[src/rtl/fetch_prefetch_buffer_if.sv]
// Handshake and bus signals of the instruction prefetch buffer.
// master: the prefetch buffer itself; slave: control unit, consumer and bus.
interface fetch_prefetch_buffer_if;
   logic        req_i;
   logic        branch_i;
   logic [31:0] branch_addr_i;
   logic        ready_i;
   logic        valid_o;
   logic [31:0] rdata_o;
   logic [31:0] addr_o;
   logic        instr_req_o;
   logic [31:0] instr_addr_o;
   logic        instr_gnt_i;
   logic        instr_rvalid_i;
   logic [31:0] instr_rdata_i;
   logic        busy_o;

   modport master (
      input  req_i, branch_i, branch_addr_i, ready_i,
      input  instr_gnt_i, instr_rvalid_i, instr_rdata_i,
      output valid_o, rdata_o, addr_o, instr_req_o, instr_addr_o, busy_o
   );

   modport slave (
      output req_i, branch_i, branch_addr_i, ready_i,
      output instr_gnt_i, instr_rvalid_i, instr_rdata_i,
      input  valid_o, rdata_o, addr_o, instr_req_o, instr_addr_o, busy_o
   );
endinterface

[src/rtl/fetch_prefetch_buffer.sv]
// Instruction prefetch buffer: issues sequential word fetches on a req/gnt/rvalid bus,
// queues responses in a FIFO for IF/ID and flushes/redirects on branch.
module fetch_prefetch_buffer #(
   parameter int unsigned DEPTH           = 4,
   parameter int unsigned MAX_OUTSTANDING = 2,
   parameter logic [31:0] BOOT_ADDR       = 32'h0000_0080
) (
   input logic                     clk,
   input logic                     rst,
   fetch_prefetch_buffer_if.master bus
);
   localparam int unsigned CW = $clog2(DEPTH + 1);
   localparam int unsigned PW = $clog2(DEPTH);
   localparam int unsigned QW = (MAX_OUTSTANDING > 1) ? $clog2(MAX_OUTSTANDING) : 1;
   localparam logic [CW-1:0] MAX_O   = CW'(MAX_OUTSTANDING);
   localparam logic [CW-1:0] FULL    = CW'(DEPTH);
   localparam logic [CW:0]   DEPTH_W = (CW+1)'(DEPTH);
   localparam logic [QW-1:0] AQ_LAST = QW'(MAX_OUTSTANDING - 1);

   typedef enum logic {IDLE, WAIT_GNT} state_t;

   state_t        state;
   logic [31:0]   fetch_addr;
   logic [31:0]   held_addr;
   logic          held_stale;
   logic [CW-1:0] out_cnt;
   logic [CW-1:0] discard_cnt;
   logic [CW-1:0] fifo_cnt;
   logic [31:0]   fifo_data [DEPTH];
   logic [31:0]   fifo_addr [DEPTH];
   logic [PW-1:0] rd_ptr;
   logic [PW-1:0] wr_ptr;
   logic [31:0]   aq [MAX_OUTSTANDING];
   logic [QW-1:0] aq_rd;
   logic [QW-1:0] aq_wr;

   logic          credit;
   logic          gnt_fire;
   logic          stale_gnt;
   logic          push;
   logic          pop;
   logic [CW:0]   inflight;
   logic [CW-1:0] out_next;
   logic          unused_addr_lsb;

   always_comb begin
      inflight  = {1'b0, out_cnt} + {1'b0, fifo_cnt};
      credit    = (out_cnt < MAX_O) && (inflight < DEPTH_W);
      // A started request must stay on the bus until granted, even across a branch.
      if (state == WAIT_GNT) begin
         bus.instr_req_o  = !rst;
         bus.instr_addr_o = held_addr;
      end else begin
         bus.instr_req_o  = !rst && bus.req_i && !bus.branch_i && credit;
         bus.instr_addr_o = fetch_addr;
      end
      gnt_fire  = bus.instr_req_o && bus.instr_gnt_i;
      stale_gnt = gnt_fire && (state == WAIT_GNT) && held_stale;
      push      = bus.instr_rvalid_i && (discard_cnt == '0) && !bus.branch_i;
      pop       = (fifo_cnt != '0) && bus.ready_i && !bus.branch_i;
      out_next  = out_cnt + CW'(gnt_fire) - CW'(bus.instr_rvalid_i);

      bus.valid_o     = (fifo_cnt != '0);
      bus.rdata_o     = fifo_data[rd_ptr];
      bus.addr_o      = fifo_addr[rd_ptr];
      bus.busy_o      = (out_cnt != '0) || (fifo_cnt != '0);
      unused_addr_lsb = ^bus.branch_addr_i[1:0];
   end

   always_ff @(posedge clk) begin
      if (rst) begin
         state       <= IDLE;
         fetch_addr  <= BOOT_ADDR;
         held_addr   <= BOOT_ADDR;
         held_stale  <= 1'b0;
         out_cnt     <= '0;
         discard_cnt <= '0;
         fifo_cnt    <= '0;
         rd_ptr      <= '0;
         wr_ptr      <= '0;
         aq_rd       <= '0;
         aq_wr       <= '0;
      end else begin
         out_cnt <= out_next;

         if (bus.branch_i) begin
            fifo_cnt <= '0;
            rd_ptr   <= '0;
            wr_ptr   <= '0;
         end else begin
            if (push) begin
               fifo_data[wr_ptr] <= bus.instr_rdata_i;
               fifo_addr[wr_ptr] <= aq[aq_rd];
               wr_ptr            <= wr_ptr + 1'b1;
            end
            if (pop) rd_ptr <= rd_ptr + 1'b1;
            fifo_cnt <= fifo_cnt + CW'(push) - CW'(pop);
         end

         // Every grant is tracked, discarded or not, so addresses stay aligned with responses.
         if (gnt_fire) begin
            aq[aq_wr] <= bus.instr_addr_o;
            aq_wr     <= (aq_wr == AQ_LAST) ? '0 : aq_wr + 1'b1;
         end
         if (bus.instr_rvalid_i) aq_rd <= (aq_rd == AQ_LAST) ? '0 : aq_rd + 1'b1;

         if (bus.branch_i)
            discard_cnt <= out_next;
         else
            discard_cnt <= discard_cnt + CW'(stale_gnt)
                           - CW'(bus.instr_rvalid_i && (discard_cnt != '0));

         if (bus.branch_i)
            fetch_addr <= {bus.branch_addr_i[31:2], 2'b00};
         else if (gnt_fire && !stale_gnt)
            fetch_addr <= bus.instr_addr_o + 32'd4;

         case (state)
            IDLE: begin
               if (bus.instr_req_o && !bus.instr_gnt_i) begin
                  state      <= WAIT_GNT;
                  held_addr  <= fetch_addr;
                  held_stale <= 1'b0;
               end
            end
            WAIT_GNT: begin
               if (bus.instr_gnt_i) begin
                  state      <= IDLE;
                  held_stale <= 1'b0;
               end else if (bus.branch_i) begin
                  held_stale <= 1'b1;
               end
            end
            default: state <= IDLE;
         endcase
      end
   end

   always_ff @(posedge clk) begin
      if (!rst && push) assert (fifo_cnt != FULL);
   end
endmodule
[src/flat_wrapper.sv]
// flat-port wrapper written by rule: the top's interface ports become plain ports
module fetch_prefetch_buffer_flat 
#(
   parameter int unsigned DEPTH           = 4,
   parameter int unsigned MAX_OUTSTANDING = 2,
   parameter logic [31:0] BOOT_ADDR       = 32'h0000_0080
)
  (clk, rst, bus_req_i, bus_branch_i, bus_branch_addr_i, bus_ready_i, bus_instr_gnt_i, bus_instr_rvalid_i, bus_instr_rdata_i, bus_valid_o, bus_rdata_o, bus_addr_o, bus_instr_req_o, bus_instr_addr_o, bus_busy_o);
  fetch_prefetch_buffer_if bus_i ();
  input logic clk;
  input logic rst;
  input wire logic [$bits(bus_i.req_i)-1:0] bus_req_i;
  input wire logic [$bits(bus_i.branch_i)-1:0] bus_branch_i;
  input wire logic [$bits(bus_i.branch_addr_i)-1:0] bus_branch_addr_i;
  input wire logic [$bits(bus_i.ready_i)-1:0] bus_ready_i;
  input wire logic [$bits(bus_i.instr_gnt_i)-1:0] bus_instr_gnt_i;
  input wire logic [$bits(bus_i.instr_rvalid_i)-1:0] bus_instr_rvalid_i;
  input wire logic [$bits(bus_i.instr_rdata_i)-1:0] bus_instr_rdata_i;
  output wire logic [$bits(bus_i.valid_o)-1:0] bus_valid_o;
  output wire logic [$bits(bus_i.rdata_o)-1:0] bus_rdata_o;
  output wire logic [$bits(bus_i.addr_o)-1:0] bus_addr_o;
  output wire logic [$bits(bus_i.instr_req_o)-1:0] bus_instr_req_o;
  output wire logic [$bits(bus_i.instr_addr_o)-1:0] bus_instr_addr_o;
  output wire logic [$bits(bus_i.busy_o)-1:0] bus_busy_o;
  assign bus_i.req_i = bus_req_i;
  assign bus_i.branch_i = bus_branch_i;
  assign bus_i.branch_addr_i = bus_branch_addr_i;
  assign bus_i.ready_i = bus_ready_i;
  assign bus_i.instr_gnt_i = bus_instr_gnt_i;
  assign bus_i.instr_rvalid_i = bus_instr_rvalid_i;
  assign bus_i.instr_rdata_i = bus_instr_rdata_i;
  assign bus_valid_o = bus_i.valid_o;
  assign bus_rdata_o = bus_i.rdata_o;
  assign bus_addr_o = bus_i.addr_o;
  assign bus_instr_req_o = bus_i.instr_req_o;
  assign bus_instr_addr_o = bus_i.instr_addr_o;
  assign bus_busy_o = bus_i.busy_o;
  fetch_prefetch_buffer #(.DEPTH(DEPTH), .MAX_OUTSTANDING(MAX_OUTSTANDING), .BOOT_ADDR(BOOT_ADDR)) u_core (.clk(clk), .rst(rst), .bus(bus_i));
endmodule
[config.mk]
export PLATFORM = sky130hd
export DESIGN_NAME = fetch_prefetch_buffer_flat
export DESIGN_NICKNAME = d
export VERILOG_FILES = /design/src/rtl/fetch_prefetch_buffer_if.sv /design/src/rtl/fetch_prefetch_buffer.sv /design/src/flat_wrapper.sv
export SDC_FILE = /design/constraint.sdc
export NUM_CORES = 1
export LEC_CHECK = 0
export ABC_AREA = 0
export CORE_ASPECT_RATIO = 0.75
export CORE_UTILIZATION = 50
export CTS_CLUSTER_SIZE = 28
export DETAILED_ROUTE_END_ITERATION = 8
export HOLD_SLACK_MARGIN = 0.12
export PLACE_DENSITY_LB_ADDON = 0.08
export SYNTH_ARGS = -nofsm -noshare
export SYNTH_HDL_FRONTEND = slang
export SYNTH_SLANG_ARGS = --single-unit
[constraint.sdc]
create_clock -name clk -period 3.4 [get_ports clk]
set_clock_uncertainty 0.05 [all_clocks]
set_input_delay 0.85 -clock clk [delete_from_list [all_inputs] [get_ports clk]]
set_output_delay 0.85 -clock clk [all_outputs]
set_load 0.01 [all_outputs]
=== Word-level counts from Yosys, hierarchy flattened ===
Memory sizes are Yosys's and may differ from the RTL's. A register that Yosys moved wholly into a read port is not among the register bits.
Index checks and enable logic that the tools add are counted.

* RAM bits: 320
* Output and inout bits: 99
* Memories: 3
* Logic and storage cells: 86
* Flip-flop bits (word level): 81
* Input port bits: 71

{| class="wikitable"
|+ Memory list
! name !! words !! width !! read ports !! clocked after memory_dff !! wr ports !! RTL line !! source
|-
| u_core.fifo_addr || 4 || 32 || 1 || 1 || 1 || fetch_prefetch_buffer.sv:30 || <nowiki>logic [31:0] fifo_addr [DEPTH];</nowiki>
|-
| u_core.fifo_data || 4 || 32 || 1 || 1 || 1 || fetch_prefetch_buffer.sv:29 || <nowiki>logic [31:0] fifo_data [DEPTH];</nowiki>
|-
| u_core.aq || 2 || 32 || 1 || 1 || 1 || fetch_prefetch_buffer.sv:33 || <nowiki>logic [31:0] aq [MAX_OUTSTANDING];</nowiki>
|}

* Bitwise operators: 1
* Order comparisons: 2
* Equality and inequality tests: 2
* Muxes and demuxes: 27
* Add/sub/neg operators: 12
* Reduce and logical (&&, ||, !) cells: 27

{| class="wikitable"
|+ Operators by type and width
! kind !! number
|-
| 32-bit two-way mux || 3
|-
| 32-bit by 3-bit adder with 32-bit output (second input constant) || 1
|-
| 1-bit two-way mux || 17
|-
| 1-bit logical AND || 14
|-
| 3-bit by 1-bit adder with 3-bit output || 3
|-
| 3-bit nonzero test || 3
|-
| 3-bit by 1-bit subtractor with 3-bit output || 3
|-
| 2-bit two-way mux || 4
|-
| 2-bit by 1-bit adder with 2-bit output (second input constant) || 2
|-
| 3-bit by 3-bit adder with 4-bit output || 1
|-
| 1-bit zero test || 4
|-
| 4-bit by 3-bit less-than comparator with 1-bit output (second input constant) || 1
|-
| 1-bit case mux with 2 select lines || 2
|-
| 2-bit AND reduction || 2
|-
| 3-bit zero test || 1
|-
| 3-bit by 2-bit less-than comparator with 1-bit output (second input constant) || 1
|-
| 3-bit two-way mux || 1
|-
| 3-bit inequality test (second input constant) || 1
|-
| 1-bit adder (second input constant) || 2
|-
| 2-bit by 1-bit inequality test with 1-bit output (second input constant) || 1
|-
| 2-bit nonzero test || 1
|-
| 2-bit OR reduction || 1
|-
| 1-bit logical OR || 1
|-
| 1-bit inverter || 1
|}

=== Longest topological paths before layout ===
Gate-level depths: netlist of the first run.

* Depth after elaboration: 12
* Depth in mapped cells: 14
* Mapped depth without buffers: 13

=== Worst setup path before layout of the first run ===
No wires, ideal clock.

* Path kind: input to register
* Start point: in bus_branch_i
* End point: mem u_core.aq[0][0], enable pin
* Data required time: 2.925 ns
* Path buffers: 0
* Data arrival time: 3.423 ns
* Cell stages on the path: 5
* Path slack: -0.498 ns
* Setup time: 0.425 ns
* Cells stage by stage: nand4bb_1 -> or3_1 -> a21oi_1 -> and2_1 -> nor2b_1

* Word-level cells in the longest chain between the ends: 8

{| class="wikitable"
|+ Ends and longest elaborated chain
! element !! RTL line !! source
|-
| from (decl) || flat_wrapper.sv:13 || <nowiki>input wire logic [$bits(bus_i.branch_i)-1:0] bus_branch_i;</nowiki>
|-
| 1-bit zero test || fetch_prefetch_buffer.sv:54 || <nowiki>bus.instr_req_o = !rst && bus.req_i && !bus.branch_i && credit;</nowiki>
|-
| 1-bit logical AND (2 in a row) || fetch_prefetch_buffer.sv:54 ||
|-
| 1-bit two-way mux || fetch_prefetch_buffer.sv:50 || <nowiki>if (state == WAIT_GNT) begin</nowiki>
|-
| via bus_instr_req_o || flat_wrapper.sv:22 || <nowiki>output wire logic [$bits(bus_i.instr_req_o)-1:0] bus_instr_req_o;</nowiki>
|-
| 1-bit logical AND || fetch_prefetch_buffer.sv:57 || <nowiki>gnt_fire = bus.instr_req_o && bus.instr_gnt_i;</nowiki>
|-
| 1-bit two-way mux || fetch_prefetch_buffer.sv:101 || <nowiki>if (gnt_fire) begin</nowiki>
|-
| 1-bit two-way mux || fetch_prefetch_buffer.sv:71 || <nowiki>if (rst) begin</nowiki>
|-
| 1-bit two-way mux (implied by the code) || fetch_prefetch_buffer.sv:102 || <nowiki>aq[aq_wr] <= bus.instr_addr_o;</nowiki>
|-
| to (decl) || fetch_prefetch_buffer.sv:33 ||
|}

The timed path passes the listed nets, and every way through them passes these cells.

=== Worst setup path after layout of the first run ===
* Start point: reg u_core.state
* End point: out bus_instr_addr_o[5]

* Word-level cells in the longest chain between the ends: 1

{| class="wikitable"
|+ Ends and longest elaborated chain
! element !! RTL line !! source
|-
| from (decl) || fetch_prefetch_buffer.sv:22 || <nowiki>state_t state;</nowiki>
|-
| from (signal assigned) || fetch_prefetch_buffer.sv:72 || <nowiki>state <= IDLE;</nowiki>
|-
| from (signal assigned) || fetch_prefetch_buffer.sv:121 || <nowiki>state <= WAIT_GNT;</nowiki>
|-
| from (signal assigned) || fetch_prefetch_buffer.sv:128 || <nowiki>state <= IDLE;</nowiki>
|-
| 32-bit two-way mux || fetch_prefetch_buffer.sv:50 ||
|-
| to (decl) || flat_wrapper.sv:23 || <nowiki>output wire logic [$bits(bus_i.instr_addr_o)-1:0] bus_instr_addr_o;</nowiki>
|}

No other way between the ends.

==> flow_summary_export.csv, run 1 <==
group,metric,value,unit
run_status,result_of_the_run,"finished, final reports clean",
floorplanning,die_h,159,um
detailed_routing,num_vias,9261,
final_layout,multiInputGateArea,0.00475,sq mm
clocking,cts_buffers,40,
floorplanning,die_width,211,um
power_and_ir_drop,power_density,517,mW/mm^2
synth,post_synth_and_or_nand_nor_area_fraction,0.0639,
placed_design,placed_area,0.0189,sq mm
detailed_routing,first_iter_violations,497,
synth,synth_commonest_cells,"sky130_fd_sc_hd__edfxtp_1 (320), sky130_fd_sc_hd__dfxtp_1 (84), sky130_fd_sc_hd__mux4_2 (64)",
power_and_ir_drop,cellInternalPower,8.20,mW
final_layout,fin_util,0.623,
power_and_ir_drop,power.leakage,6.94,nW
worst_setup_path,data_arrival_time_of_the_worst_path,2.38,ns
floorplanning,core.rowCount,57,
synth,synth_seq_cells,404,
grt,antenna_found_initial,0,
detailed_routing,drc,0,
synth,yosysWarningCount,0,
floorplanning,core_area,0.0324,sq mm
clocking,clkLatencyLatePin,0.53,ns
power_and_ir_drop,seqPwrFrac,0.530,
floorplanning,die_outline_area,0.0336,sq mm
timing,timing.slew.headroom,0.393,
synth,syn-instance-count,988,
floorplanning,ioPinCount,170,
worst_setup_path,path_max_fanout,26,
clocking,clock_tree_from_tritoncts,"yes",
synth,synth_top_family_by_area,"multiplexers",
synth,postSynth.asyncResetShare,0,
power_and_ir_drop,irDropWorstVdd,0.450,mV
grt,grt_first_pass_wirelength,54100,um
timing,grt_setup_unrepaired,"false",
synth,portion_of_synthesized_cell_area_occupied_by_the_leading_cell_type,0.584,
timing,finalMaxSlewViolations,0,
timing,report.final.setup_viol,0,
final_layout,share_of_post_route_cells_with_drive_strength_above_1,0.211,
clocking,clock_tree.htree_level_count,2,
grt,vias_in_the_first_global_route,9496,
final_layout,final_nets,1280,
timing,worst-slew-pin-transition,0.907,ns
detailed_routing,viasPerCell,5.57,
synth,post_synthesis_sequential_area_ratio,0.686,
clocking,cts.hold.buffers_added,0,
worst_hold_path,hold_depth,2,
detailed_routing,drt.antenna.violating_nets,0,
synth,synth-main-ff-cell,"sky130_fd_sc_hd__edfxtp_1",
timing,final_period_minus_worst_setup_slack,3.28,ns
synth,synthMostInstantiatedCell,"sky130_fd_sc_hd__edfxtp_1",
synth,synth_cell_types,69,
grt,grt_start_max_net_pins,43,
clocking,clk_pin_slew_worst_setup_hold_paths,0.06,ns
worst_setup_path,worst_setup_path_start_kind,"register",
timing,min_period_over_period,0.966,
grt,grt_overflow,0,
timing,finalHoldViolations,0,
final_layout,post_route_cell_area,0.0202,sq mm
worst_setup_path,worst-r2r-cell-count,13,
worst_hold_path,worst_hold_path_type,"reg -> reg",
synth,area_share_of_xor_xnor_cells_in_the_synthesized_design,0.00905,
detailed_routing,drt-wirelength-per-cell,20.8,um
power_and_ir_drop,switching_share,0.214,
synth,synthMuxAreaShare,0.151,
power_and_ir_drop,share_comb_of_total_power,0.086,
placed_design,detailed_place_hpwl,22500,um
detailed_routing,firstDrtPassIters,5,
floorplanning,floorplan.initialDensity,0.508,
synth,cell_type_contributing_the_most_total_cell_area_after_synthesis,"sky130_fd_sc_hd__edfxtp_1",
synth,synth_area_leaders,"sky130_fd_sc_hd__edfxtp_1 (58%), sky130_fd_sc_hd__dfxtp_1 (10%), sky130_fd_sc_hd__mux4_2 (8.8%), sky130_fd_sc_hd__mux2_2 (3.8%), sky130_fd_sc_hd__mux2i_1 (2.6%)",
power_and_ir_drop,p_sw,2.23,mW
final_layout,number_of_fill_cells_in_the_layout,2465,
worst_setup_path,critPathCaptureType,"output port",
final_layout,layout_overhead_on_the_synthesized_area,22.6,%
job,cap_violations,0,
worst_setup_path,data_required_critical_path,2.50,ns
grt,globalRouteTotalUtil,0.211,
clocking,clkSinkCount,404,
clocking,max_root_sink_buffers,3,
placed_design,port-buffer-count,167,
worst_setup_path,crit_type,"reg -> out",
placed_design,routabilityCongestion,0.825,
final_layout,regArea,0.0113,sq mm
synth,syn-num-nets,1076,
clocking,cts_root_buffer,"sky130_fd_sc_hd__clkbuf_16",
final_layout,antenna_cells,0,
detailed_routing,routed_wirelength,34500,um
synth,synth_adder_area_share,0.0143,
synth,post_synth.cell_area_avg,16.7,sq um
timing,max_freq,0.305,GHz
synth,compound_gate_fraction_of_synth_area,0.0497,
synth,synth-edff-count,320,
synth,synthesis.area,0.0165,sq mm
timing,setup_tns,0,ns
power_and_ir_drop,clock_power_share,0.384,
path summary, 6_finish.rpt:
check                             from                     to  slack (ns)
setup / recovery          u_core.state    bus_instr_addr_o[5]        0.12
hold / removal    u_core.held_addr[31]   u_core.held_addr[31]        0.44
setup reg to reg    u_core.fifo_cnt[2]  u_core.discard_cnt[2]        0.42
hold reg to reg   u_core.held_addr[31]   u_core.held_addr[31]        0.44
flip-flops by register name, indices dropped and copies added (netlist names), 3 cells and up, named ones only:
register	flops
u_core.aq	64
u_core.discard_cnt	3
u_core.fetch_addr	32
u_core.fifo_addr	128
u_core.fifo_cnt	3
u_core.fifo_data	128
u_core.held_addr	32
u_core.out_cnt	3
cells by family after synthesis:
| family | count (synthesis) |
|---|---|
| AOI/OAI and AO/OA | 104 |
| and+or+nand+nor | 195 |
| adders and majority gates | 17 |
| muxes | 161 |
| buffers and inverters | 90 |
| xor gates and xnor gates | 17 |
| DFF | 404 |
per-stage QoR:
step	setup slack (ns)	instances	hold slack [ns]	power (mW)
2_1_floorplan	0.100	988	0.408	6.11
3_3_place_gp	-0.161	1584	0.418	6.52
3_5_place_dp	-0.193	1584	0.433	6.53
4_1_cts	0.0462	1661	0.447	10.5
5_1_grt	0.0325	1662	0.470	10.8
6_report	0.117	1662	0.440	10.4
layer usage:
metal	routed length, um	GRT usage	up-vias	part of all wire
met2	16400	0.339	192	0.47
li1	-	-	4285	-
met5	0	0	-	0
met4	637	0.0550	0	0.018
met3	1640	0.0385	53	0.048
met1	15900	0.300	4731	0.46
power by group through the flow:
stage,Combinational [mW],Sequential [mW],Clock [mW]
floorplan,0.501,5.61,0
global placement,0.892,5.62,0
detailed placement,0.904,5.63,0
CTS,0.911,5.52,4.12
global route,0.980,5.53,4.31
finish,0.896,5.52,4.01
what timing repair did:
action | in CTS | in global routing
buffers inserted | 7 | 1
endpoints found under the setup margin | 31 | 1
pin swaps | 0 | 1
gates resized for setup | 3 | 0
endpoints found under the hold margin | 0 | 0
layout make-up:
cell class / count / area share
Multi-Input combinational cell: 494 / 0.236
Clock inverter: 9 / 0.00211
Sequential cell: 404 / 0.560
Tap cell: 442 / 0.0274
Clock buffer: 61 / 0.0562
Inverter: 33 / 0.00614
Timing Repair Buffer: 219 / 0.112
worst max-delay path, stage by stage (launching register included):
cell                              delay (ns)
sky130_fd_sc_hd__dfxtp_4                0.62
sky130_fd_sc_hd__buf_4                  0.30
sky130_fd_sc_hd__mux2_2                 0.43
sky130_fd_sc_hd__clkdlybuf4s50_1        0.50
cells in the final DEF (no fill, tap or decap), types with 6 or more instances in the layout:
| cell | synthesis | routed |
|---|---|---|
| sky130_fd_sc_hd__a21oi_1 | 22 | 21 |
| sky130_fd_sc_hd__edfxtp_1 | 320 | 320 |
| sky130_fd_sc_hd__xnor2_1 | 12 | 12 |
| sky130_fd_sc_hd__nand2_1 | 29 | 29 |
| sky130_fd_sc_hd__clkbuf_16 | 0 | 41 |
| sky130_fd_sc_hd__nor2_1 | 63 | 63 |
| sky130_fd_sc_hd__mux2_2 | 55 | 55 |
| sky130_fd_sc_hd__a31o_1 | 9 | 9 |
| sky130_fd_sc_hd__o211ai_1 | 6 | 6 |
| sky130_fd_sc_hd__and3_1 | 9 | 9 |
| sky130_fd_sc_hd__nand4_1 | 18 | 18 |
| sky130_fd_sc_hd__buf_4 | 3 | 35 |
| sky130_fd_sc_hd__nor3_1 | 8 | 8 |
| sky130_fd_sc_hd__clkbuf_1 | 25 | 15 |
| sky130_fd_sc_hd__and2_1 | 18 | 14 |
| sky130_fd_sc_hd__buf_12 | 0 | 17 |
| sky130_fd_sc_hd__ha_1 | 14 | 14 |
| sky130_fd_sc_hd__inv_1 | 32 | 32 |
| sky130_fd_sc_hd__clkdlybuf4s50_1 | 0 | 165 |
| sky130_fd_sc_hd__mux4_2 | 64 | 64 |
| sky130_fd_sc_hd__a31oi_1 | 14 | 14 |
| sky130_fd_sc_hd__dfxtp_1 | 84 | 81 |
| sky130_fd_sc_hd__nand3_1 | 14 | 14 |
| sky130_fd_sc_hd__mux2i_1 | 42 | 42 |
(Power assumes the default switching activity.)
==> run 2, diff against run 1 <==
- SLEW_MARGIN: unset -> 20
==> results of run 2 <==
Final layout, timing and power as in run 1 (identical DEF).
==> run 3, diff against run 2 <==
- CORE_UTILIZATION: 50 -> 45
==> run 3 against run 2 <==
Worst hold slack gained 0.0026 ns. Largest power group unchanged. Non-clock buffer count is the same. Critical path depth grew 1. Global-route usage shrank 1.9 points. Core utilization shrank 5.8 points. Routed wire length grew 3.5%. First-iteration DRC count grew 23%. Die area grew 11%. Cell area grew 0.76%. Clock power grew 7.2%. Maximum frequency shrank 0.58%. Worst setup slack lost 0.019 ns.
==> flow_summary_export.csv, run 3 (same netlist as run 1, synthesis figures left out) <==
group,metric,value,unit
floorplanning,core_area,0.0360,sq mm
timing,hold_slack,0.442,ns
power_and_ir_drop,power_density,527,mW/mm^2
clocking,cts_root_buffer,"sky130_fd_sc_hd__clkbuf_16",
final_layout,reg.largest.list,"u_core.fifo_addr: 128 flops, u_core.fifo_data: 128 flops, u_core.aq: 64 flops",
worst_setup_path,timing.critical_path.cells,"buf_12, buf_4, mux2_2, clkdlybuf4s50_1",
detailed_routing,first_iter_violations,610,
detailed_routing,routed_wirelength,35700,um
worst_setup_path,critPathCaptureType,"output port",
clocking,clock_tree.htree_level_count,2,
job,cap_violations,0,
detailed_routing,num_vias,9242,
clocking,clkLatencyLatePin,0.54,ns
grt,grt_first_pass_wirelength,54700,um
grt,globalRouteTotalUtil,0.192,
worst_setup_path,worstReg2RegStart,"u_core.fifo_cnt[2]",
detailed_routing,drt.antenna.violating_nets,0,
worst_hold_path,worstHoldEndpoint,"u_core.held_addr[27]",
worst_setup_path,path_max_fanout,27,
floorplanning,die_h,168,um
detailed_routing,viasPerCell,5.47,
floorplanning,die_width,223,um
timing,postLayoutSetupSlackWorst,0.0977,ns
placed_design,detailed_place_hpwl,23300,um
placed_design,routabilityCongestion,0.811,
worst_setup_path,data_arrival_time_of_the_worst_path,2.40,ns
clocking,max_root_sink_buffers,3,
placed_design,port-buffer-count,167,
floorplanning,floorplan.initialDensity,0.458,
clocking,clock_tree_from_tritoncts,"yes",
power_and_ir_drop,power.leakage,6.99,nW
worst_setup_path,crit_type,"reg -> out",
detailed_routing,drc,0,
worst_setup_path,worst-r2r-cell-count,13,
grt,grt_overflow,0,
timing,max_freq,0.303,GHz
timing,finalHoldViolations,0,
floorplanning,ioPinCount,170,
final_layout,layout.cells.most_common,"sky130_fd_sc_hd__edfxtp_1",
final_layout,antenna_cells,0,
grt,antenna_found_initial,0,
final_layout,final_nets,1281,
clocking,cts_buffers,41,
worst_setup_path,slowest_stage,"sky130_fd_sc_hd__clkdlybuf4s50_1",
final_layout,share_of_post_route_cells_with_drive_strength_above_1,0.221,
worst_setup_path,worst_setup_path_start_kind,"register",
worst_hold_path,worstHoldStart,"u_core.held_addr[27]",
final_layout,layout_overhead_on_the_synthesized_area,23.6,%
timing,final_period_minus_worst_setup_slack,3.30,ns
clocking,cts.hold.buffers_added,0,
floorplanning,die_outline_area,0.0373,sq mm
grt,vias_in_the_first_global_route,9220,
grt,grt_start_max_net_pins,46,
timing,report.final.setup_viol,0,
worst_setup_path,timing.critical_path.slowest_cell_delay,0.50,ns
worst_hold_path,worst_hold_path_type,"reg -> reg",
worst_setup_path,worst-r2r-setup-slack,0.42,ns
worst_setup_path,r2r-end,"u_core.discard_cnt[2]",
clocking,clkSinkCount,404,
detailed_routing,firstDrtPassIters,5,
run_status,result_of_the_run,"finished, final reports clean",
final_layout,layout_common_cells,"sky130_fd_sc_hd__edfxtp_1 (320), sky130_fd_sc_hd__clkdlybuf4s50_1 (164), sky130_fd_sc_hd__dfxtp_1 (81)",
placed_design,detailedPlace.worstSlack,-0.0421,ns
power_and_ir_drop,irDropWorstVdd,0.362,mV
timing,grt_setup_unrepaired,"false",
worst_setup_path,data_required_critical_path,2.50,ns
detailed_routing,drt-wirelength-per-cell,21.1,um
worst_hold_path,hold_depth,2,
timing,timing.slew.headroom,0.566,
final_layout,number_of_fill_cells_in_the_layout,2821,
timing,min_period_over_period,0.971,
floorplanning,core.rowCount,60,
timing,worst-slew-pin-transition,0.633,ns
timing,finalMaxSlewViolations,0,
clocking,clk_pin_slew_worst_setup_hold_paths,0.06,ns
## run 3: power breakdown
group | switching (mW) | internal, mW
clock | 1.84 | 2.46
combinational | 0.451 | 0.451
sequential | 0.0642 | 5.46
total | 2.35 | 8.37
## run 3: critical path, delay by kind of cell (launching register included)
kind / cells / cell delay [ns]
buffers and inverters: 3 / 0.96
multiplexers: 1 / 0.43
flip-flops: 1 / 0.47
## run 3: per-stage QoR
step	TNS [ns]	cell area [sq um]	total power, mW	util	instances
after global routing	0	20300	11.1	0.565	1691
after CTS	0	20300	10.8	0.564	1685
after global placement	-0.0436	19000	6.52	0.528	1609
final	0	20300	10.7	0.565	1691
after detailed placement	-0.0615	19000	6.53	0.528	1609
after floorplan	0	16500	6.11	-	988
## run 3: how the worst max path moves through the flow
| stage | startpoint | end | slack [ns] | cells after the start |
|---|---|---|---|---|
| final | u_core.state | bus_instr_addr_o[8] | 0.1 | 4 |
| after global routing | u_core.state | bus_instr_addr_o[8] | 0.01 | 4 |
| after CTS | register | bus_addr_o[24] | 0.06 | 3 |
| after detailed placement | bus_req_i | bus_instr_req_o | -0.04 | 5 |
| after global placement | bus_req_i | bus_instr_req_o | -0.03 | 5 |
| after floorplan | bus_branch_i | u_core.aq[0][0] | 0.10 | 5 |
## run 3: repair_timing
item,CTS,global route
endpoints found under the setup margin,9,4
setup buffers,0,6
endpoints found under the hold margin,0,0
resized for setup,3,3
cloned,0,0
## run 3: routing by layer
metal	vias to the layer above	track usage	wire length (um)
li1	4287	-	-
met1	4694	0.275	16800
met2	204	0.307	16800
met3	57	0.0314	1480
met4	0	0.0480	691
met5	-	0	0
## run 3: final cells by class
cell class / count / area [sq um] / share of cell area
multi-input combinational: 494 / 4770 / 0.235
sequential: 404 / 11300 / 0.556
inverter: 33 / 124 / 0.00609
clock inverter: 24 / 149 / 0.00732
tap: 465 / 582 / 0.0286
timing repair buffer: 219 / 2260 / 0.111
clock buffer: 52 / 1140 / 0.0562
